===== config.mk =====
export PLATFORM = sky130hd
export DESIGN_NAME = coil_fire_sequencer_flat
export DESIGN_NICKNAME = d
export VERILOG_FILES = /design/src/rtl/coil_fire_sequencer_pkg.sv /design/src/rtl/coil_fire_sequencer_if.sv /design/src/rtl/coil_fire_sequencer_sync.sv /design/src/rtl/coil_fire_sequencer.sv /design/src/flat_wrapper.sv
export SDC_FILE = /design/constraint.sdc
export NUM_CORES = 1
export LEC_CHECK = 0
export CAP_MARGIN = 20
export CORE_MARGIN = 2
export CORE_UTILIZATION = 49
export CTS_CLUSTER_SIZE = 8
export DETAILED_ROUTE_END_ITERATION = 12
export PLACE_DENSITY = 0.82
export SLEW_MARGIN = 10
export SYNTH_ARGS = -nofsm -noshare
export SYNTH_HDL_FRONTEND = slang
export SYNTH_SLANG_ARGS = --single-unit

===== constraint.sdc =====
create_clock -name I_clk -period 2.4 [get_ports I_clk]
set_input_delay 0.24 -clock I_clk [delete_from_list [all_inputs] [get_ports I_clk]]
set_output_delay 0.24 -clock I_clk [all_outputs]
set_load 0.1 [all_outputs]

===== src/rtl/coil_fire_sequencer_pkg.sv =====
// Shared types and bit positions for the coil fire sequencer: FSM states,
// control-register bit indices and sticky-flag bit indices.
package coil_pkg;

  typedef enum logic [2:0] {
    IDLE     = 3'd0,
    ARMED    = 3'd1,
    DELAY    = 3'd2,
    PULSE    = 3'd3,
    COOLDOWN = 3'd4,
    FAULT    = 3'd5
  } state_t;

  // control register bits
  localparam int ARM  = 0;
  localparam int FIRE = 1;
  localparam int CLR  = 2;

  // sticky flag bits
  localparam int DONE  = 0;
  localparam int TMO   = 1;
  localparam int CFG   = 2;
  localparam int UNARM = 3;
  localparam int STUCK = 4;
  localparam int ABORT = 5;
  localparam int CAP   = 6;

endpackage


===== src/rtl/coil_fire_sequencer_if.sv =====
// Register-side bundle between the I2C register file and the coil sequencer,
// plus the projectile sensor input and a debug view of the FSM state.
interface coil_fire_sequencer_if;
  import coil_pkg::*;

  // Level-sampled register interface, no handshake: inputs are read every
  // I_clk edge, outputs are registered and valid every cycle after reset.
  logic [7:0]  I_creg;
  logic [23:0] I_dly;
  logic [23:0] I_lmt;
  logic        I_sensor;
  logic        O_coil;
  logic [7:0]  O_eflg;
  logic [23:0] O_acc;
  logic        O_busy;
  state_t      O_state;

  modport slave (
    input  I_creg, I_dly, I_lmt, I_sensor,
    output O_coil, O_eflg, O_acc, O_busy, O_state
  );

  modport master (
    output I_creg, I_dly, I_lmt, I_sensor,
    input  O_coil, O_eflg, O_acc, O_busy, O_state
  );

endinterface


===== src/rtl/coil_fire_sequencer_sync.sv =====
// STAGES-deep flip-flop synchronizer for an asynchronous single-bit input;
// all stages clear to 0 under synchronous active-low reset.
module coil_sync #(
  parameter int STAGES = 2
) (
  input  logic I_clk,
  input  logic I_rst_n,
  input  logic I_d,
  output logic O_q
);

  logic [STAGES-1:0] r_sync;

  always_ff @(posedge I_clk) begin
    if (!I_rst_n) begin
      r_sync <= '0;
    end else begin
      r_sync <= {r_sync[STAGES-2:0], I_d};
    end
  end

  assign O_q = r_sync[STAGES-1];

endmodule


===== src/rtl/coil_fire_sequencer.sv =====
// Single-shot coil fire sequencer: arm, delayed fire, sensor/limit-terminated
// pulse, cooldown. Optional absolute pulse cap enabled by COIL_HARDCAP_EN.
module coil_fire_sequencer
  import coil_pkg::*;
#(
  parameter int COOLDOWN_CYC  = 1000,
  parameter int MAX_PULSE_CYC = 50000,
  parameter int SYNC_STAGES   = 2
) (
  input  logic                  I_clk,
  input  logic                  I_rst_n,
  coil_fire_sequencer_if.slave  bus
);

  localparam logic [23:0] COOL_LAST = 24'(COOLDOWN_CYC - 1);

  if (COOLDOWN_CYC < 1 || SYNC_STAGES < 2 || MAX_PULSE_CYC < 1 ||
      MAX_PULSE_CYC > 16777215) begin : g_bad_param
    $error("coil_fire_sequencer: parameter out of range");
  end

  state_t      r_state, w_state_nxt;
  logic [23:0] r_cnt, w_cnt_nxt;
  logic [23:0] r_dly_q, w_dly_nxt;
  logic [23:0] r_lmt_q, w_lmt_nxt;
  logic [23:0] r_acc, w_acc_nxt;
  logic [7:0]  r_eflg, w_eflg_nxt;
  logic        r_coil, w_coil_nxt;
  logic        r_first, w_first_nxt;
  logic        r_prev_fire;

  logic        w_sens_s;
  logic        w_arm, w_fire_e, w_clr;
  logic [24:0] w_acc_p1;
  logic [23:0] w_eff_lmt;
  logic        w_cap_hit;
  logic        w_unused_creg;

  coil_sync #(.STAGES(SYNC_STAGES)) u_sync (
    .I_clk   (I_clk),
    .I_rst_n (I_rst_n),
    .I_d     (bus.I_sensor),
    .O_q     (w_sens_s)
  );

  assign w_arm         = bus.I_creg[ARM];
  assign w_clr         = bus.I_creg[CLR];
  assign w_fire_e      = bus.I_creg[FIRE] & ~r_prev_fire;
  assign w_unused_creg = ^bus.I_creg[7:3];
  assign w_acc_p1      = {1'b0, r_acc} + 25'd1;

`ifdef COIL_HARDCAP_EN
  localparam logic [23:0] CAP_LMT = 24'(MAX_PULSE_CYC);
  assign w_cap_hit = (CAP_LMT < r_lmt_q);
  assign w_eff_lmt = w_cap_hit ? CAP_LMT : r_lmt_q;
`else
  assign w_cap_hit = 1'b0;
  assign w_eff_lmt = r_lmt_q;
`endif

  always_comb begin
    w_state_nxt = r_state;
    w_cnt_nxt   = r_cnt;
    w_dly_nxt   = r_dly_q;
    w_lmt_nxt   = r_lmt_q;
    w_acc_nxt   = r_acc;
    w_first_nxt = 1'b0;
    // a flag set below overrides a clear held in the same cycle
    w_eflg_nxt  = w_clr ? 8'h00 : r_eflg;

    unique case (r_state)
      IDLE: begin
        if (w_arm) begin
          w_state_nxt = ARMED;
        end else if (w_fire_e) begin
          w_eflg_nxt[UNARM] = 1'b1;
        end
      end
      ARMED: begin
        if (!w_arm) begin
          w_state_nxt = IDLE;
        end else if (w_fire_e) begin
          w_dly_nxt = bus.I_dly;
          w_lmt_nxt = bus.I_lmt;
          if (bus.I_lmt == 24'd0) begin
            w_eflg_nxt[CFG] = 1'b1;
            w_state_nxt     = FAULT;
          end else begin
            w_cnt_nxt   = 24'd0;
            w_state_nxt = DELAY;
          end
        end
      end
      DELAY: begin
        if (!w_arm) begin
          w_eflg_nxt[ABORT] = 1'b1;
          w_state_nxt       = IDLE;
        end else if (r_cnt == r_dly_q) begin
          w_cnt_nxt   = 24'd0;
          w_acc_nxt   = 24'd0;
          w_first_nxt = 1'b1;
          w_state_nxt = PULSE;
        end else begin
          w_cnt_nxt = r_cnt + 24'd1;
        end
      end
      PULSE: begin
        w_acc_nxt = (&r_acc) ? r_acc : w_acc_p1[23:0];
        if (!w_arm) begin
          w_eflg_nxt[ABORT] = 1'b1;
          w_state_nxt       = IDLE;
        end else if (w_sens_s && r_first) begin
          w_eflg_nxt[STUCK] = 1'b1;
          w_state_nxt       = FAULT;
        end else if (w_sens_s) begin
          w_eflg_nxt[DONE] = 1'b1;
          w_cnt_nxt        = 24'd0;
          w_state_nxt      = COOLDOWN;
        end else if (w_acc_p1 == {1'b0, w_eff_lmt}) begin
          w_eflg_nxt[TMO] = 1'b1;
          w_eflg_nxt[CAP] = w_eflg_nxt[CAP] | w_cap_hit;
          w_state_nxt     = FAULT;
        end
      end
      COOLDOWN: begin
        if (r_cnt == COOL_LAST) begin
          w_cnt_nxt   = 24'd0;
          w_state_nxt = w_arm ? ARMED : IDLE;
        end else begin
          w_cnt_nxt = r_cnt + 24'd1;
        end
      end
      FAULT: begin
        if (w_clr) begin
          w_state_nxt = IDLE;
        end
      end
      default: begin
        w_state_nxt = IDLE;
      end
    endcase

    // Coil is driven only while the FSM stays in PULSE across the edge, so it
    // can never be high in any other state, and drops on the leaving edge.
    w_coil_nxt = (r_state == PULSE) && (w_state_nxt == PULSE);
  end

  always_ff @(posedge I_clk) begin
    if (!I_rst_n) begin
      r_state     <= IDLE;
      r_cnt       <= 24'd0;
      r_dly_q     <= 24'd0;
      r_lmt_q     <= 24'd0;
      r_acc       <= 24'd0;
      r_eflg      <= 8'h00;
      r_coil      <= 1'b0;
      r_first     <= 1'b0;
      r_prev_fire <= 1'b0;
    end else begin
      r_state     <= w_state_nxt;
      r_cnt       <= w_cnt_nxt;
      r_dly_q     <= w_dly_nxt;
      r_lmt_q     <= w_lmt_nxt;
      r_acc       <= w_acc_nxt;
      r_eflg      <= {1'b0, w_eflg_nxt[6:0]};
      r_coil      <= w_coil_nxt;
      r_first     <= w_first_nxt;
      r_prev_fire <= bus.I_creg[FIRE];
    end
  end

  assign bus.O_coil  = r_coil;
  assign bus.O_eflg  = r_eflg;
  assign bus.O_acc   = r_acc;
  assign bus.O_state = r_state;
  assign bus.O_busy  = (r_state == DELAY) || (r_state == PULSE) ||
                       (r_state == COOLDOWN);

endmodule


===== src/flat_wrapper.sv =====
// flat-port wrapper written by rule: the top's interface ports become plain ports
module coil_fire_sequencer_flat import coil_pkg::*;
#(
  parameter int COOLDOWN_CYC  = 1000,
  parameter int MAX_PULSE_CYC = 50000,
  parameter int SYNC_STAGES   = 2
)
  (I_clk, I_rst_n, bus_I_creg, bus_I_dly, bus_I_lmt, bus_I_sensor, bus_O_coil, bus_O_eflg, bus_O_acc, bus_O_busy, bus_O_state);
  coil_fire_sequencer_if bus_i ();
  input  logic I_clk;
  input  logic I_rst_n;
  input wire logic [$bits(bus_i.I_creg)-1:0] bus_I_creg;
  input wire logic [$bits(bus_i.I_dly)-1:0] bus_I_dly;
  input wire logic [$bits(bus_i.I_lmt)-1:0] bus_I_lmt;
  input wire logic [$bits(bus_i.I_sensor)-1:0] bus_I_sensor;
  output wire logic [$bits(bus_i.O_coil)-1:0] bus_O_coil;
  output wire logic [$bits(bus_i.O_eflg)-1:0] bus_O_eflg;
  output wire logic [$bits(bus_i.O_acc)-1:0] bus_O_acc;
  output wire logic [$bits(bus_i.O_busy)-1:0] bus_O_busy;
  output wire logic [$bits(bus_i.O_state)-1:0] bus_O_state;
  assign bus_i.I_creg = bus_I_creg;
  assign bus_i.I_dly = bus_I_dly;
  assign bus_i.I_lmt = bus_I_lmt;
  assign bus_i.I_sensor = bus_I_sensor;
  assign bus_O_coil = bus_i.O_coil;
  assign bus_O_eflg = bus_i.O_eflg;
  assign bus_O_acc = bus_i.O_acc;
  assign bus_O_busy = bus_i.O_busy;
  assign bus_O_state = bus_i.O_state;
  coil_fire_sequencer #(.COOLDOWN_CYC(COOLDOWN_CYC), .MAX_PULSE_CYC(MAX_PULSE_CYC), .SYNC_STAGES(SYNC_STAGES)) u_core (.I_clk(I_clk), .I_rst_n(I_rst_n), .bus(bus_i));
endmodule

# After elaboration in Yosys (flattened, before gate mapping)
# Cells that the tools add are included.
totals:
  inputBits: 59
  rom_bits: 0
  output_inout_bits: 37
  reg_bits: 110
  ram_bits: 0
  latch_bits: 0
  elab_cells: 94
  n_memories: 0
op_classes:
  muxes: 48
  n_div: 0
  shift: 0
  bitwise: 2
  n_eq_ne: 18
  n_lt_le_gt_ge: 0
  n_addsub: 2
  n_reduce_logical: 14
  mul: 0
op_table:
  columns: ["op", "count"]
  rows:
  - ["2-to-1 mux 24 bit", 12]
  - ["one-hot mux 24 bit (4 select lines)", 1]
  - ["one-hot mux 24 bit (2 select lines)", 1]
  - ["2-to-1 mux 3 bit", 12]
  - ["adder 24 x 1 -> 25 bit, second input constant", 1]
  - ["equality test 25 x 24 -> 1 bit", 1]
  - ["adder 24 x 1 -> 24 bit, second input constant", 1]
  - ["equality test 24 x 10 -> 1 bit, second input constant", 1]
  - ["equality test 24 bit", 1]
  - ["logical NOT 24 bit", 1]
  - ["AND reduction 24 bit", 1]
  - ["one-hot mux 3 bit (6 select lines)", 1]
  - ["2-to-1 mux 1 bit", 17]
  - ["!= test 2 bit, second input constant", 7]
  - ["equality test 3 x 2 -> 1 bit, second input constant", 3]
  - ["AND reduction 8 bit", 1]
  - ["equality test 3 bit, second input constant", 2]
  - ["2-to-1 mux 2 bit", 3]
  - ["2-to-1 mux 6 bit", 1]
  - ["AND reduction 3 bit", 2]
  - ["!= test 2 x 1 -> 1 bit, second input constant", 2]
  - ["AND reduction 4 bit", 1]
  - ["nonzero test 4 bit", 1]
  - ["equality test 3 x 1 -> 1 bit, second input constant", 1]
  - ["7 further kinds", 9]

# Depth between registers and ports, before layout
# Gate-level depths: netlist of run 1.
depth:
  depth_word: 9
  depth_mapped: 9

# Cells and area by module
# Synthesis of run 1 repeated with hierarchy kept, for this count alone.
hier_totals:
  cells_unflattened: 762
  area_unflattened_um2: 5843.1
modules_own_cells:
  columns: ["mod", "seq_area_each_um2", "cells_each", "area_each_um2", "n_inst"]
  rows:
  - ["coil_fire_sequencer", 2162.1, 758, 5790.6, 1]
  - ["coil_sync", 40.0, 4, 52.6, 1]

# Worst setup path after synthesis of run 1
# Ideal clock, no wire load.
synth_timing:
  kind: "register -> output"
  start: "register u_core.r_state[2] (netlist: u_core.bus.O_state[2])"
  end: "output port bus_O_busy"
  t_arrival_ns: 3.326
  path_slack_ns: -1.166
  stages_incl_launch_ff: 3
  path_cell_list: "dfxtp_1 -> nand2b_1 -> o21ai_0"
synth_between:
  elab_chain_cells: 3
  elab_cells_between_ends: 5
  cone_classes: "eq/ne: 3; reduce/logical: 2"
synth_rtl:
  columns: ["item", "line", "rtl"]
  rows:
  - ["start: declaration", "coil_fire_sequencer.sv:22", "state_t r_state, w_state_nxt;"]
  - ["start signal: assignment", "coil_fire_sequencer.sv:160", "r_state <= w_state_nxt;"]
  - ["equality test 3 x 2 -> 1 bit", "coil_fire_sequencer.sv:176", "assign bus.O_busy = (r_state == DELAY) || (r_state == PULSE) ||"]
  - ["logical OR 1 bit", "coil_fire_sequencer.sv:176", null]
  - ["logical OR 1 bit *", "coil_fire_sequencer.sv:176", null]
  - ["end: declaration", "flat_wrapper.sv:19", "output wire logic [$bits(bus_i.O_busy)-1:0] bus_O_busy;"]
# Mark *: on every way between the ends. The rest lies on a longest branch, timed or not.

# Worst setup path in the final report of run 1
layout_timing:
  start: "register u_core.r_acc[3] (netlist: u_core.bus.O_acc[3])"
  end: "register u_core.r_eflg[1] (netlist: u_core.bus.O_eflg[1])"
layout_between:
  elab_chain_cells: 7
layout_rtl:
  columns: ["item", "line", "rtl"]
  rows:
  - ["start: declaration", "coil_fire_sequencer.sv:26", "logic [23:0] r_acc, w_acc_nxt;"]
  - ["start signal: assignment", "coil_fire_sequencer.sv:164", "r_acc <= w_acc_nxt;"]
  - ["adder 24 x 1 -> 25 bit", "coil_fire_sequencer.sv:50", "assign w_acc_p1 = {1'b0, r_acc} + 25'd1;"]
  - ["equality test 25 x 24 -> 1 bit", "coil_fire_sequencer.sv:119", "end else if (w_acc_p1 == {1'b0, w_eff_lmt}) begin"]
  - ["2-to-1 mux 1 bit", "coil_fire_sequencer.sv:119", null]
  - ["2-to-1 mux 1 bit", "coil_fire_sequencer.sv:115", "end else if (w_sens_s) begin"]
  - ["2-to-1 mux 2 bit", "coil_fire_sequencer.sv:112", "end else if (w_sens_s && r_first) begin"]
  - ["2-to-1 mux 2 bit", "coil_fire_sequencer.sv:109", "if (!w_arm) begin"]
  - ["2-to-1 mux 2 bit", "coil_fire_sequencer.sv:71", "unique case (r_state)"]
  - ["end signal: assignment", "coil_fire_sequencer.sv:165", "r_eflg <= {1'b0, w_eflg_nxt[6:0]};"]
  - ["end: declaration", "coil_fire_sequencer.sv:27", "logic [7:0] r_eflg, w_eflg_nxt;"]
# No other way between the ends.
# A chain may end at the register's enable or synchronous reset.

==> results of run 1 <==
-- per-layer routing --
metal	wire length, um	track usage, %	up-vias
met5	0	0	-
met3	894	3.99	42
met4	670	13.3	0
li1	-	-	2913
met1	6990	31.9	2722
met2	7780	41.9	201
-- sequential cells by signal (all words and copies together) (netlist names) --
| register | count |
|---|---|
| u_core.bus.O_acc | 24 |
| u_core.bus.O_coil | 1 |
| u_core.bus.O_eflg | 6 |
| u_core.bus.O_state | 3 |
| u_core.r_cnt | 24 |
| u_core.r_dly_q | 24 |
| u_core.r_first | 1 |
| u_core.r_lmt_q | 24 |
| u_core.r_prev_fire | 1 |
| u_core.u_sync.r_sync | 2 |
-- what timing repair did --
item / in CTS / in global routing
gates resized for setup: 0 / 26
setup endpoints to repair: 0 / 30
hold buffers: 0 / 0
buffers inserted: 0 / 8
-- cell usage after synthesis (14+ instances only) --
cell / count
nand3_1: 44
inv_1: 19
nor4_1: 17
o21ai_0: 20
xor2_1: 44
nand2_1: 140
nand4_1: 23
nor2_1: 40
a31oi_1: 21
a21oi_1: 65
nor3_1: 17
dfxtp_1: 110
clkbuf_1: 24
buf_2: 14
xnor2_1: 25
-- worst max-delay path by stage --
stage | start | end | slack, ns
floorplan | u_core.bus.O_acc[3]$_SDFFE_PN0P_ | u_core.bus.O_eflg[1]$_SDFF_PN0_ | -0.02
global placement | bus_I_creg[1] | u_core.r_cnt[11]$_SDFFE_PN0P_ | -0.08
detailed placement | bus_I_creg[1] | u_core.r_cnt[11]$_SDFFE_PN0P_ | -0.13
CTS | u_core.r_cnt[12]$_SDFFE_PN0P_ | u_core.r_cnt[13]$_SDFFE_PN0P_ | 0.02
global route | u_core.bus.O_acc[3]$_SDFFE_PN0P_ | u_core.bus.O_state[1]$_SDFF_PN0_ | -0.03
finish | u_core.bus.O_acc[3]$_SDFFE_PN0P_ | u_core.bus.O_eflg[1]$_SDFF_PN0_ | 0.08
-- worst max-delay path, delay by kind of cell (launching register included) --
kind	cells	cell delay, ns
buffers and inverters	1	0.15
DFF	1	0.37
xor gates and xnor gates	1	0.16
AOI/OAI and AO/OA	2	0.34
and+or+nand+nor	4	1.25
-- through the flow --
stage	power, mW	instances	area, um^2
2_1_floorplan	2.04	760	6090
3_3_place_gp	2.20	1010	7290
3_5_place_dp	2.20	1010	7290
4_1_cts	3.69	1026	7590
5_1_grt	3.80	1034	7770
6_report	3.68	1034	7770
-- cells by family after synthesis --
logic type | Yosys count | synth area share, %
other | 1 | 0.0632
adders and majority gates | 2 | 0.422
xor gates and xnor gates | 69 | 10.2
DFF | 110 | 37.1
buffers and inverters | 70 | 5.38
muxes | 4 | 0.696
AOI/OAI and AO/OA | 146 | 15.0
and+or+nand+nor | 357 | 31.1
-- cell type report --
class                      count  area, um^2
multi-input combinational    580        3540
timing repair buffer         162        1380
inverter                      19        71.3
clock buffer                  11         243
sequential                   110        2290
tap                          147         184
fill                        1047        4150
clock inverter                 5        57.6
-- power by group --
group	switching, mW	internal [mW]
combinational	0.174	0.149
clock	0.681	0.839
sequential	0.0152	1.82
total	0.870	2.81
==> impl_results.md, run 1 <==
* Status: finished, final reports clean
* Share of the synthesized area in the top cell type at 37.1%
* Pwr per Cell Area at 474 nW/um^2
* Clock-pin slew on the worst setup and hold paths at 0.07 ns
* # diodes at 0
* RSZ-0062 raised after global routing: yes
* Pins over their slew limit at 0
* Synth Instances at 759
* Most common cell after layout, fill and taps aside: nand2_1
* Final period util at 96.8%
* Vias per inst at 5.68
* R2R Path End: u_core.bus.O_eflg[1]$_SDFF_PN0_
* Mapped Avg Cell Area at 7.82 um^2
* Cell Chain, Critical Path: nand4_4, buf_6, or4_4, xnor2_2, a21oi_2, nand4_1, nor4_4, a41o_1
* PnR worst setup slack at 0.0761 ns
* DRT Pass-1 Iters at 5
* Largest stage delay, worst path at 0.55 ns
* Rel. slew slack at 56.5%
* Worst-margin pin slew at 0.647 ns
* Antenna violations before repair at 0
* Initial DRC Count at 446
* Synth Register Bits at 110
* Hold Path Depth at 3
* GRT Total Usage at 25.3%
* Unique masters post-synth at 73
* Largest net degree at the start of global routing at 56
* Fin crit period at 2.32 ns
* Clock root buffer: clkbuf_16
* Total Wirelength at 16.3 mm
* Warnings from Yosys at 0
* Die H at 114 um
* Total congestion overflow at 0
* Starting Density at 49.8%
* Mapped Area at 5930 um^2
* CTS Sinks at 110
* First-pass GRT wire length at 26.3 mm
* Crit-path slowest cell: or4_4
* CP Launch Type: flip-flop
* Worst reg-to-reg setup slack at 0.08 ns
* Die ar. at 13000 um^2
* Clock buffer count from CTS at 9
* Sequential share of the synthesized area at 37.1%
* Io pins at 96
* Die X at 114 um
* Vias in the first global route at 5453
* Placeable Area at 11900 um^2
* Critical Path RT at 2.70 ns
* # DRC at 0
* EDFF count, synth at 0
* R2R cell count at 8
* Fmax at 430 MHz
* DR vias at 5878
* P&R area growth vs syn at 30.9%
* Hold Path Class: input port to flip-flop
* Crit path DAT at 2.62 ns
* Setup violations, final at 0
* Share of cells above drive strength 1 at 21.9%
* # Max-Cap Violations at 0
* Crit end category: flip-flop
* Async set or reset register ratio after synthesis at 0%
* Synth area leader: dfxtp_1
* Commonest non-fill, non-tap cells in the layout: nand2_1, buf_4, dfxtp_1
* Worst hold slack at 0.427 ns
* CTS tree: yes
* Final core area utilization at 65.2%
* Top cells by area, synth: dfxtp_1, nand2_1, xor2_1, a21oi_1, nand3_1
* Kind of critical path: flip-flop to flip-flop
* Site Rows at 40
* Peak VDD IR at 0.282 mV
* Htree depth at 3
* Detail Placement HPWL at 11.8 mm
* Max Clock Skew at 0.00608 ns
* Final nets at 943
* Final hold vios at 0
* Hold path start: bus_I_dly[9]
* Peak fanout along the critical path at 4
* Pleak at 3.10 nW
* Worst skew pair latency at 0.36 ns
* PortBufs at 88
* GPL Wtd Cong at 0.951
* TNS Setup at 0 ns
* Min-Delay Endpoint: u_core.r_dly_q[9]$_SDFFE_PN0P_
* ANT nets after route at 0
* CTS Buffer Depth at 2
* Top_reg_cell synth: dfxtp_1
* Post-Place Setup Slack at -0.130 ns
* Routed WL per cell at 15.8 um
* R2R Path Start: u_core.bus.O_acc[3]$_SDFFE_PN0P_
Power figures use the tool's default switching activity.
==> inputs of run 2 (changes only) <==
==> constraint.sdc (replaced) <==
create_clock -name I_clk -period 2.1 [get_ports I_clk]
set_input_delay 0.21 -clock I_clk [delete_from_list [all_inputs] [get_ports I_clk]]
set_output_delay 0.21 -clock I_clk [all_outputs]
set_load 0.1 [all_outputs]
==> impl_results.md, run 2 (same netlist as run 1, synthesis figures left out) <==
* Antenna violations before repair at 1 (was 0)
* GRT Total Usage at 28.2% (was 25.3%)
* Commonest non-fill, non-tap cells in the layout: buf_4, nand2_1, dfxtp_1 (was nand2_1, buf_4, dfxtp_1)
* Max Clock Skew at 0.0168 ns (was 0.00608 ns)
* Rel. slew slack at 52.2% (was 56.5%)
* First-pass GRT wire length at 29.0 mm (was 26.3 mm)
* Vias per inst at 6.04 (was 5.68)
* # DRC at 0 (unchanged)
* Crit end category: flip-flop (unchanged)
* Critical Path RT at 2.31 ns (was 2.70 ns)
* # Max-Cap Violations at 0 (unchanged)
* Worst skew pair latency at 0.38 ns (was 0.36 ns)
* ANT nets after route at 0 (unchanged)
* Detail Placement HPWL at 12.9 mm (was 11.8 mm)
* Htree depth at 3 (unchanged)
* RSZ-0062 raised after global routing: yes (unchanged)
* Most common cell after layout, fill and taps aside: buf_4 (was nand2_1)
* CP Launch Type: flip-flop (unchanged)
* Worst-margin pin slew at 0.708 ns (was 0.647 ns)
* Peak VDD IR at 0.501 mV (was 0.282 mV)
* Pleak at 3.63 nW (was 3.10 nW)
* Fin crit period at 2.37 ns (was 2.32 ns)
* Kind of critical path: flip-flop to flip-flop (unchanged)
* Crit path DAT at 2.59 ns (was 2.62 ns)
* Final hold vios at 0 (unchanged)
* Total congestion overflow at 0 (unchanged)
* DR vias at 6740 (was 5878)
* Clock buffer count from CTS at 9 (unchanged)
* Starting Density at 49.8% (unchanged)
* Pwr per Cell Area at 473 nW/um^2 (was 474 nW/um^2)
* Largest net degree at the start of global routing at 56 (unchanged)
* Pins over their slew limit at 0 (unchanged)
* CTS Sinks at 110 (unchanged)
* Die ar. at 13000 um^2 (unchanged)
* GPL Wtd Cong at 0.967 (was 0.951)
* Hold Path Class: input port to flip-flop (unchanged)
* # diodes at 0 (unchanged)
* Worst hold slack at 0.338 ns (was 0.427 ns)
* Die H at 114 um (unchanged)
* Vias in the first global route at 5981 (was 5453)
* Fmax at 422 MHz (was 430 MHz)
* Hold path start: bus_I_creg[1] (was bus_I_dly[9])
* Crit-path slowest cell: or3_4 (was or4_4)
* R2R Path Start: u_core.bus.O_acc[2]$_SDFFE_PN0P_ (was u_core.bus.O_acc[3]$_SDFFE_PN0P_)
* Crit path from: u_core.bus.O_acc[2]$_SDFFE_PN0P_ (was u_core.bus.O_acc[3]$_SDFFE_PN0P_)
* CTS tree: yes (unchanged)
* CTS Buffer Depth at 2 (unchanged)
* Cell Chain, Critical Path: nand4_1, or3_4, a311oi_2, nand4_1, nor4_4, a31oi_1 (was nand4_4, buf_6, or4_4, xnor2_2, a21oi_2, nand4_1, nor4_4, a41o_1)
* Clock root buffer: clkbuf_16 (unchanged)
* Total Wirelength at 20.9 mm (was 16.3 mm)
* Peak fanout along the critical path at 6 (was 4)
* Final nets at 1025 (was 943)
* Largest stage delay, worst path at 0.50 ns (was 0.55 ns)
* Setup violations, final at 38 (was 0)
* PnR worst setup slack at -0.272 ns (was 0.0761 ns)
* P&R area growth vs syn at 50.8% (was 30.9%)
* Initial DRC Count at 613 (was 446)
* Site Rows at 40 (unchanged)
* Die X at 114 um (unchanged)
* Placeable Area at 11900 um^2 (unchanged)
* Final period util at 113% (was 96.8%)
* Io pins at 96 (unchanged)
* Fillers at 777 (was 1047)
* Routed WL per cell at 18.8 um (was 15.8 um)
* TNS Setup at -5.21 ns (was 0 ns)
* Failing checks: setup timing
* DRT Pass-1 Iters at 5 (unchanged)
* Critical Path Most Common Cell: nand4_1
* PortBufs at 88 (unchanged)
* Share of cells above drive strength 1 at 35.0% (was 21.9%)
* Status: complete, but fails checks (was finished, final reports clean)
* Clock-pin slew on the worst setup and hold paths at 0.08 ns (was 0.07 ns)
## run 2: cell type report
cell class                      instances  area [um^2]  share of cell area, %
Clock inverter                          6         46.3                  0.517
Multi-Input combinational cell        580         4000                   44.7
Clock buffer                           10          229                   2.56
Sequential cell                       110         2300                   25.7
Timing Repair Buffer                  244         2110                   23.6
Inverter                               19         71.3                  0.797
Tap cell                              147          184                   2.06
## run 2: stage by stage
| step | std cells | cell area [um^2] | worst slack (ns) | power [mW] | util [%] |
|---|---|---|---|---|---|
| finish | 1116 | 8950 | -0.272 | 4.23 | 75.1 |
| global route | 1116 | 8950 | -0.311 | 4.36 | 75.1 |
| CTS | 1100 | 8390 | -0.172 | 4.15 | 70.5 |
| detailed placement | 1075 | 7860 | -0.498 | 2.53 | 66.0 |
| global placement | 1075 | 7860 | -0.460 | 2.52 | 66.0 |
| floorplan | 760 | 6160 | -0.322 | 2.33 | - |
## run 2: final timing paths
| kind | to | slack (ns) | cells after the start |
|---|---|---|---|
| min | u_core.r_prev_fire$_SDFF_PN0_ | 0.34 | 2 |
| max | u_core.bus.O_state[1]$_SDFF_PN0_ | -0.27 | 6 |
| min reg2reg | u_core.u_sync.r_sync[1]$_SDFF_PN0_ | 0.45 | 1 |
| max reg2reg | u_core.bus.O_state[1]$_SDFF_PN0_ | -0.27 | 6 |
## run 2: repair_timing
item,4_1_cts,5_1_grt
resized for setup,45,84
hold buffers,0,0
gates cloned,0,3
buffers inserted,10,13
pin swaps,37,48
setup endpoints to repair,52,53
## run 2: worst max-delay path, delay by kind of cell, from the launching register on
kind | cells | cell delay [ns]
DFF | 1 | 0.41
and+or+nand+nor | 4 | 1.37
AOI/OAI and AO/OA | 2 | 0.42
## run 2: per-layer routing
layer	part of all wire, %	routed length [um]	global-route usage (%)	up-vias
met3	7.4	1540	4.20	102
met5	0	0	0	-
li1	-	-	-	3087
met4	5.3	1110	13.9	0
met1	37	7730	34.0	3175
met2	50	10600	49.0	376
## run 2: power breakdown
| group | switching [mW] | leakage, nW | internal, mW |
|---|---|---|---|
| clock network | 0.850 | 0.131 | 0.815 |
| logic | 0.253 | 2.59 | 0.218 |
| registers | 0.0184 | 0.913 | 2.08 |
